File: src/rtl/stop_it_pkg.sv
// Shared types and constants for the stop-it reaction game.
// Holds the FSM state enum, the counter geometry and the LFSR seed.
package stop_it_pkg;

    localparam int CNT_W = 5;

    localparam logic [CNT_W-1:0] CNT_MAX    = 5'd31;
    localparam logic [CNT_W-1:0] TARGET_MAX = 5'd30;
    localparam logic [CNT_W-1:0] LFSR_SEED  = 5'b00001;

    typedef enum logic [2:0] {
        S_IDLE,
        S_CLEAR,
        S_RUN,
        S_CHECK,
        S_WIN,
        S_LOSE
    } state_t;

    // The LFSR never yields 0, so only 31 needs folding down.
    function automatic logic [CNT_W-1:0] sat_target(
        input logic [CNT_W-1:0] v
    );
        return (v > TARGET_MAX) ? TARGET_MAX : v;
    endfunction

endpackage

File: src/rtl/lfsr5.sv
// Free-running 5-bit Fibonacci LFSR, polynomial x^5 + x^3 + 1.
// Steps every clock; synchronous reset reloads the seed.
module lfsr5
    import stop_it_pkg::*;
(
    input  logic       clk,
    input  logic       rst,
    output logic [4:0] q
);

    logic [4:0] r_q;

    always_ff @(posedge clk) begin
        if (rst) begin
            r_q <= LFSR_SEED;
        end else begin
            r_q <= {r_q[3:0], r_q[4] ^ r_q[2]};
        end
    end

    assign q = r_q;

endmodule

File: src/rtl/stop_it_game.sv
// Stop-it game controller: player stops an external counter on a
// pseudo-random target; drives counter control and result flags.
module stop_it_game
    import stop_it_pkg::*;
(
    input  logic             clk_4_i,
    input  logic             rst_i,
    input  logic             go_i,
    input  logic             stop_i,
    input  logic [CNT_W-1:0] count_i,
    output logic             counter_en_o,
    output logic             counter_clr_o,
    output logic [CNT_W-1:0] target_o,
    output logic [CNT_W-1:0] captured_o,
    output logic             win_o,
    output logic             lose_o,
    output logic             blink_o
);

    state_t           r_state;
    state_t           w_next;
    logic             r_go_d;
    logic             r_stop_d;
    logic             r_rst_d;
    logic [CNT_W-1:0] r_target;
    logic [CNT_W-1:0] r_captured;
    logic             r_blink;
    logic [CNT_W-1:0] w_lfsr;
    logic             w_go_edge;
    logic             w_stop_edge;
    logic             w_go_ok;
    logic             w_cap_ok;
    logic             w_result;

    lfsr5 u_lfsr (
        .clk (clk_4_i),
        .rst (rst_i),
        .q   (w_lfsr)
    );

    // First cycle after reset is masked so a button held through
    // reset must be released and pressed again.
    assign w_go_edge   = go_i & ~r_go_d & ~r_rst_d;
    assign w_stop_edge = stop_i & ~r_stop_d & ~r_rst_d;

    assign w_go_ok  = w_go_edge &
                      ((r_state == S_IDLE) || (r_state == S_WIN) ||
                       (r_state == S_LOSE));
    assign w_cap_ok = (r_state == S_RUN) &&
                      (w_stop_edge || (count_i == CNT_MAX));
    assign w_result = (w_next == S_WIN) || (w_next == S_LOSE);

    always_ff @(posedge clk_4_i) begin
        r_rst_d <= rst_i;
        if (rst_i) begin
            r_state  <= S_IDLE;
            r_go_d   <= 1'b0;
            r_stop_d <= 1'b0;
        end else begin
            r_state  <= w_next;
            r_go_d   <= go_i;
            r_stop_d <= stop_i;
        end
    end

    always_comb begin
        w_next = r_state;
        unique case (r_state)
            S_IDLE:  if (w_go_edge) w_next = S_CLEAR;
            S_CLEAR: w_next = S_RUN;
            S_RUN: begin
                if (w_stop_edge)             w_next = S_CHECK;
                else if (count_i == CNT_MAX) w_next = S_LOSE;
            end
            S_CHECK: w_next = (r_captured == r_target) ? S_WIN : S_LOSE;
            S_WIN,
            S_LOSE:  if (w_go_edge) w_next = S_CLEAR;
            default: w_next = S_IDLE;
        endcase
    end

    always_comb begin
        counter_en_o  = 1'b0;
        counter_clr_o = 1'b0;
        win_o         = 1'b0;
        lose_o        = 1'b0;
        unique case (1'b1)
            (r_state == S_CLEAR): counter_clr_o = 1'b1;
            (r_state == S_RUN):   counter_en_o  = 1'b1;
            (r_state == S_WIN):   win_o         = 1'b1;
            (r_state == S_LOSE):  lose_o        = 1'b1;
            default: ;
        endcase
    end

    always_ff @(posedge clk_4_i) begin
        if (rst_i) begin
            r_target   <= '0;
            r_captured <= '0;
            r_blink    <= 1'b0;
        end else begin
            if (w_go_ok) begin
                r_target   <= sat_target(w_lfsr);
                r_captured <= '0;
            end else if (w_cap_ok) begin
                r_captured <= count_i;
            end
            if (w_result) begin
                r_blink <= (w_next == r_state) ? ~r_blink : 1'b1;
            end else begin
                r_blink <= 1'b0;
            end
        end
    end

    assign target_o   = r_target;
    assign captured_o = r_captured;
    assign blink_o    = r_blink;

endmodule

File: config.mk
export PLATFORM = sky130hd
export DESIGN_NAME = stop_it_game
export DESIGN_NICKNAME = d
export VERILOG_FILES = /design/src/rtl/stop_it_pkg.sv /design/src/rtl/lfsr5.sv /design/src/rtl/stop_it_game.sv
export SDC_FILE = /design/constraint.sdc
export NUM_CORES = 1
export LEC_CHECK = 0
export CAP_MARGIN = 25
export CORE_MARGIN = 2
export CORE_UTILIZATION = 33
export DETAILED_ROUTE_END_ITERATION = 7
export HOLD_SLACK_MARGIN = 0.02
export PLACE_DENSITY = 0.67
export SLEW_MARGIN = 25
export SYNTH_ARGS = -nofsm -noshare
export SYNTH_HDL_FRONTEND = slang
export SYNTH_SLANG_ARGS = --single-unit
File: constraint.sdc
create_clock -name clk_4_i -period 1.4 [get_ports clk_4_i]
set_input_delay 0.21 -clock clk_4_i [delete_from_list [all_inputs] [get_ports clk_4_i]]
set_output_delay 0.21 -clock clk_4_i [all_outputs]
set_load 0.05 [all_outputs]
After elaboration in Yosys (flattened, before gate mapping):

Cells that the tools add are included.

* flip-flop bits (word level): 22
* logic and storage cells: 50

* $lt $le $gt $ge: 1
* equal/unequal tests: 10
* mux-type cells: 11
* bitwise gates (word level): 11
* reduce and logical (&&, ||, !) cells: 9

Operators with widths (count)
* 3-bit == test (second input constant): 4
* 3-bit case mux with 4 select lines: 1
* 3-bit 2-to-1 mux: 3
* 3-bit by 2-bit == test with 1-bit output (second input constant): 2
* 1-bit 2-to-1 mux: 6
* 1-bit bitwise AND: 5
* 5-bit == test: 1
* 5-bit == test (second input constant): 1
* 5-bit > comparator (second input constant): 1
* 5-bit 2-to-1 mux: 1
* 1-bit inverter: 5
* 1-bit logical OR: 4
* 2-bit OR reduction: 2
* 3-bit by 1-bit == test with 1-bit output (second input constant): 1
* 3-bit == test: 1
* 3-bit logical NOT: 1
* 3-bit OR reduction: 1
* 1-bit logical AND: 1
* 1-bit XOR: 1

Logic depth before layout (Yosys ltp):

Gate-level depths: netlist of run 1.

* word-level depth: 9
* depth in mapped cells: 5
* depth with buffers taken out: 4

By module:

From an unflattened synthesis of run 1, not the netlist that was laid out.

* cell total of the unflattened synthesis: 94
* area total of the unflattened synthesis: 952.2 sq um

Modules (own cells, without submodules)
* stop_it_game: times used 1, cells each 83, area an instance 809.5 sq um
* lfsr5: times used 1, cells each 11, area an instance 142.6 sq um

Worst setup path before layout of run 1:

OpenSTA, ideal clock, no wires.

* path type: flip-flop to flip-flop
* start: register r_state[1]
* end: register r_captured[0], in the netlist captured_o[0]
* setup time: 0.117 ns
* data arrival time: 1.380 ns
* required time: 1.283 ns
* setup slack: -0.097 ns
* stages on the path, launching flop included: 6
* path buffers: 1
* period minus slack after synthesis: 1.497 ns
* cells stage by stage: dfxtp_1 > buf_6 > or3b_1 > o22ai_4 > mux2i_1 > nor2_1

* word-level cells in the longest chain between the ends: 5

Ends and longest elaborated chain
* start, declared: line stop_it_game.sv:20 `state_t r_state;`
* start signal, assigned: line stop_it_game.sv:60 `r_state <= w_next;`
* 3-bit == test / 3-bit logical NOT (equally long branches): line stop_it_game.sv:47 `((r_state == S_IDLE) || (r_state == S_WIN) ||`
* 1-bit logical OR (2 in a row): line stop_it_game.sv:47
* 1-bit bitwise AND: line stop_it_game.sv:46 `assign w_go_ok = w_go_edge &`
* 2-bit OR reduction (no line)
* end signal, assigned: line stop_it_game.sv:106 `r_captured <= count_i;`
* end, declared: line stop_it_game.sv:26 `logic [CNT_W-1:0] r_captured;`

Parallel ways exist; a longest one is shown, timed or not.
A chain may end at the register's enable or synchronous reset.

Worst setup path after layout of run 1:

* start: register r_state[2]
* end: output counter_en_o

* word-level cells in the longest chain between the ends: 2

Ends and longest elaborated chain
* 3-bit by 2-bit == test with 1-bit output: line stop_it_game.sv:89 `(r_state == S_RUN): counter_en_o = 1'b1;`
* 1-bit 2-to-1 mux: line stop_it_game.sv:87 `unique case (1'b1)`
* end, declared: line stop_it_game.sv:11 `output logic counter_en_o,`

Every way passes these cells.

==> results of run 1 <==
==> routing by layer <==
metal	GRT usage	vias to the layer above	part of all wire
li1	-	420	-
met1	0.166	405	0.40
met2	0.286	15	0.55
met3	0.0379	4	0.036
met4	0.0365	0	0.014
met5	0	-	0
==> where the power goes <==
group | switching (mW) | leakage, nW | total [mW] | internal (mW)
clock network | 0.204 | 0.0279 | 0.493 | 0.290
registers | 0.0156 | 0.181 | 0.663 | 0.647
logic | 0.108 | 0.467 | 0.238 | 0.130
total | 0.327 | 0.676 | 1.39 | 1.07
==> logic make-up (layout without fill, tap and decap cells) <==
logic type | after synthesis | after routing | synth area share
compound gates | 12 | 12 | 0.124
mux | 9 | 9 | 0.0931
flops | 22 | 22 | 0.455
buf+inv | 8 | 52 | 0.0466
xor+xnor | 6 | 6 | 0.0543
simple gates | 39 | 39 | 0.226
==> metrics by stage <==
step	cell area (um^2)	setup WS, ns
global placement	1470	-0.502
CTS	1590	-0.105
global route	1660	-0.148
finish	1660	-0.105
floorplan	975	-0.0532
detailed placement	1470	-0.520
==> area by class of cell <==
cell class	instances	area [um^2]
clock inverter	1	30.0
fill	238	1120
tap	31	38.8
sequential	22	445
inverter	5	18.8
timing repair buffer	43	553
clock buffer	3	22.5
multi-input combinational	66	549
==> placed cells by master (no fill, tap or decap), types with 2 or more instances in the layout <==
master,instances
clkdlybuf4s50_1,7
nor3_1,2
nand2b_4,2
inv_2,2
dfxtp_2,4
buf_6,3
clkbuf_4,3
buf_12,16
nor2_4,2
nand2b_1,2
nor3b_2,2
mux2i_1,9
inv_1,3
or3b_4,3
dfxtp_1,18
nor2_1,10
a21oi_1,4
nand4_1,2
buf_4,16
nand2_1,3
nor2b_1,6
xor2_1,5
==> worst paths after layout <==
kind | slack [ns] | endpoint | from | cells past startpoint
hold / removal | 0.24 | r_go_d$_SDFF_PP0_ | go_i | 2
hold reg to reg | 0.48 | target_o[0]$_SDFFE_PP0P_ | u_lfsr.q[0]$_SDFF_PP1_ | 2
setup / recovery | -0.11 | counter_en_o | r_state[2]$_SDFF_PP0_ | 3
setup reg to reg | -0.06 | captured_o[4]$_SDFFE_PP0P_ | r_state[2]$_SDFF_PP0_ | 4
==> repair_timing <==
item | CTS | global route
pin swaps | 2 | 4
setup endpoints to repair | 18 | 17
buffers inserted | 5 | 3
resized for setup | 12 | 9
==> flip-flops by register name, indices dropped and copies added (netlist names) <==
name,count
captured_o,5
target_o,5
u_lfsr.q,5
r_state,3
blink_o,1
r_go_d,1
r_rst_d,1
r_stop_d,1
==> critical path: stages (launching register included) <==
cell	delay, ns
dfxtp_2	0.34
or3b_4	0.42
inv_2	0.08
buf_12	0.13
==> summary.txt, run 1 <==
status - complete, but fails checks
violated checks - negative setup slack
Max-Slew Margin vs Limit - 0.777
Root Buffer - clkbuf_4
CTS sink cnt - 22
register bit total from synthesis - 22
Synth async-reset ratio - 0
syn nets - 105
GR Overflow Total - 0
post-detail-place hpwl - 1.68 mm
cell taking the most area after synthesis - dfxtp_1
count of pins over their slew limit - 0
nets - 150
die height - 58.1 um
Top FF cell, synth - dfxtp_1
register area share after synthesis - 0.455
# hold bufs at CTS - 0
peak supply drop - 0.839 mV
ANT cells - 0
ANT nets after route - 0
Area Overhead vs Synth - 71.4%
Final Cycle Share - 1.08
Required @ worst endpoint - 1.19 ns
die area - 0.00338 mm^2
most instantiated library cell after synthesis - dfxtp_1
synth cell count leaders - dfxtp_1, nor2_1, mux2i_1
detailed-route via count - 844
DRT iter0 DRCs - 12
Synth area leaders - dfxtp_1, mux2i_1, nor2_1, xor2_1, nor2b_1
clk slew on worst S/H paths - 0.13 ns
largest net degree at the start of global routing - 18
Final Core Density - 0.596
core area - 0.00278 mm^2
routed len/inst - 13.6 um
initial core utilization - 0.348
share of cells above drive strength 1 - 0.443
Startpoint Class - register
Synth Instances - 96
io pins - 24
crit path kind - reg -> out
first-pass GRT wire length - 3.84 mm
DRT Pass-1 Iters - 4
clock insertion delay at the later pin of the skew report - 0.31 ns
Yosys cell types - 30
CTS Buffer Depth - 2
Post-synth EDFFs - 0
Vias/cell - 4.94
Final WS setup - -0.105 ns
Total GRT Usage - 0.150
vias in the first global route - 854
Synth warnings - 0
Layout Cells excl Fill - 171
RSZ-0062 raised after global routing - yes
TNS Setup - -0.737 ns
Total Power - 1.39 mW
Post-Syn Area - 967 um^2
Avg Cell Area, Syn - 10.1 um^2
CP arrival - 1.30 ns
minimum clock period after layout - 1.51 ns
Worst-Margin Slew - 0.335 ns
hold slack - 0.241 ns
DRC - 0
fmax - 664 MHz
Port Buffers - 23
max-cap check violation count - 0
Setup-failing EPs final - 15
leakage power total - 0.676 nW
PwrDens - 841 mW/mm^2
CTS Buf Count - 3
H-tree depth - 1
GP Congestion - 0.766
DIE WIDTH - 58.1 um
Detailed Route WL - 2.33 mm
row count - 19
peak fanout along the critical path - 2
Crit. End Element - output pin
Hold Vio Cnt, Final - 0
Synth top area share - 0.455
Placed Instances - 159
initial antenna violation count - 0
Layout Skew - 0.00163 ns
worst hold path class - in -> reg
CTS tree - built
(Power assumes the default switching activity.)
==> run 2, diff against run 1 <==
--- a/config.mk
+++ b/config.mk
@@ -6,6 +6,7 @@
 export NUM_CORES = 1
 export LEC_CHECK = 0
 export CAP_MARGIN = 25
+export CORE_ASPECT_RATIO = 1.75
 export CORE_MARGIN = 2
 export CORE_UTILIZATION = 33
 export DETAILED_ROUTE_END_ITERATION = 7
==> run 2 against run 1 <==
Compared with the run above:
- the run still ends with negative setup slack left
- routed wire length rose by 5.8%
- sequential share of layout area fell by 1.4 points
- maximum frequency fell by 1.4%
- highest routed layer unchanged
- global-route usage rose by 1.8 points
==> summary.txt, run 2 (synthesis results as in run 1) <==
final non-filler cell area - 0.00176 mm^2
P_sw - 328 uW
Layout Cells excl Fill - 178
peak supply drop - 0.559 mV
Fillers - 223
clock insertion delay at the later pin of the skew report - 0.26 ns
most frequent cells in the layout - buf_4, dfxtp_1, buf_12, mux2i_1, nor2_1
hold slack - 0.301 ns
Hold Crit Start - go_i
Startpoint Class - register
DRC - 0
Vias/cell - 4.92
die area - 0.00340 mm^2
routed len/inst - 13.9 um
largest net degree at the start of global routing - 14
CP arrival - 1.68 ns
fmax - 655 MHz
vias in the first global route - 944
internal power - 1.17 mW
pre-CTS setup slack - -0.562 ns
Worst-Margin Slew - 0.308 ns
status - complete, but fails checks
Total Power - 1.50 mW
CTS Buf Count - 3
DIE WIDTH - 44.9 um
crit path kind - reg -> reg
die height - 75.6 um
switching share of power - 0.219
PwrDens - 854 mW/mm^2
worst hold path class - in -> reg
Final Cycle Share - 1.09
GP Congestion - 0.851
CTS Buffer Depth - 2
most common cell after layout, fill and taps aside - buf_4
CTS sink cnt - 22
detailed-route via count - 875
Area Overhead vs Synth - 81.5%
CTS tree - built
Post-DP Area - 0.00154 mm^2
Final WS setup - -0.126 ns
ANT nets after route - 0
clk slew on worst S/H paths - 0.08 ns
Hold Path Stages - 2
ANT cells - 0
Root Buffer - clkbuf_8
Required @ worst endpoint - 1.56 ns
Final Core Density - 0.613
R2R Path Start - r_rst_d$_DFF_P_
max-cap check violation count - 0
Layout Skew - 0.00463 ns
Hold Vio Cnt, Final - 0
initial antenna violation count - 0
Max-Slew Margin vs Limit - 0.794
combinational group share of total power - 0.172
R2R depth - 5
share of cells above drive strength 1 - 0.473
Clock Power Share - 0.389
Detailed Route WL - 2.47 mm
GR Overflow Total - 0
Setup-failing EPs final - 14
nets - 160
DRT iter0 DRCs - 8
post-detail-place hpwl - 1.88 mm
H-tree depth - 1
row count - 26
peak fanout along the critical path - 4
io pins - 24
count of pins over their slew limit - 0
first-pass GRT wire length - 4.11 mm
Crit. End Element - register
RSZ-0062 raised after global routing - yes
Reg power frac - 0.439
critical path launch point - r_rst_d$_DFF_P_
violated checks - negative setup slack
minimum clock period after layout - 1.53 ns
core area - 0.00286 mm^2
DRT Pass-1 Iters - 2
initial core utilization - 0.338
Port Buffers - 23
Placed Instances - 167
TNS Setup - -1.05 ns
Total GRT Usage - 0.168
leakage power total - 0.741 nW
run 2: critical path, cell delays in order, from the launching register on:
cell and delay (ns):
dfxtp_2 0.33, or3b_4 0.38, a211oi_4 0.28, buf_4 0.19
mux2i_1 0.19, nor2_1 0.05
run 2: routing by layer:
| metal | up-vias | wire length [um] | GRT usage |
|---|---|---|---|
| met4 | 0 | 85 | 0.0980 |
| met5 | - | 0 | 0 |
| met3 | 8 | 71 | 0.0284 |
| met2 | 24 | 1380 | 0.297 |
| li1 | 433 | - | - |
| met1 | 410 | 927 | 0.182 |
run 2: final timing paths:
check	end	slack, ns
worst max-delay path	target_o[1]$_SDFFE_PP0P_	-0.13
worst min register to register	u_lfsr.q[1]$_SDFF_PP0_	0.48
worst min-delay path	r_go_d$_SDFF_PP0_	0.30
worst max register to register	target_o[1]$_SDFFE_PP0P_	-0.13
run 2: power by group through the flow:
| stage | registers, mW | clock network, mW | logic [mW] |
|---|---|---|---|
| 4_1_cts | 0.660 | 0.592 | 0.255 |
| 3_3_place_gp | 0.672 | 0 | 0.224 |
| 6_report | 0.658 | 0.582 | 0.258 |
| 3_5_place_dp | 0.673 | 0 | 0.226 |
| 2_1_floorplan | 0.688 | 0 | 0.0951 |
| 5_1_grt | 0.661 | 0.619 | 0.273 |
run 2: timing repair:
action / in CTS / in global routing
hold buffers: 0 / 0
pin swaps: 7 / 5
setup endpoints to repair: 18 / 18
gates cloned: 0 / 0
setup buffers: 7 / 0
resized for setup: 19 / 7
run 2: layout make-up:
class,count,area [um^2],share of cell area
timing repair buffer,53,638,0.364
multi-input combinational,66,544,0.310
sequential,22,448,0.255
clock buffer,3,41.3,0.0235
tap,28,35.0,0.0200
clock inverter,1,30.0,0.0171
inverter,5,18.8,0.0107
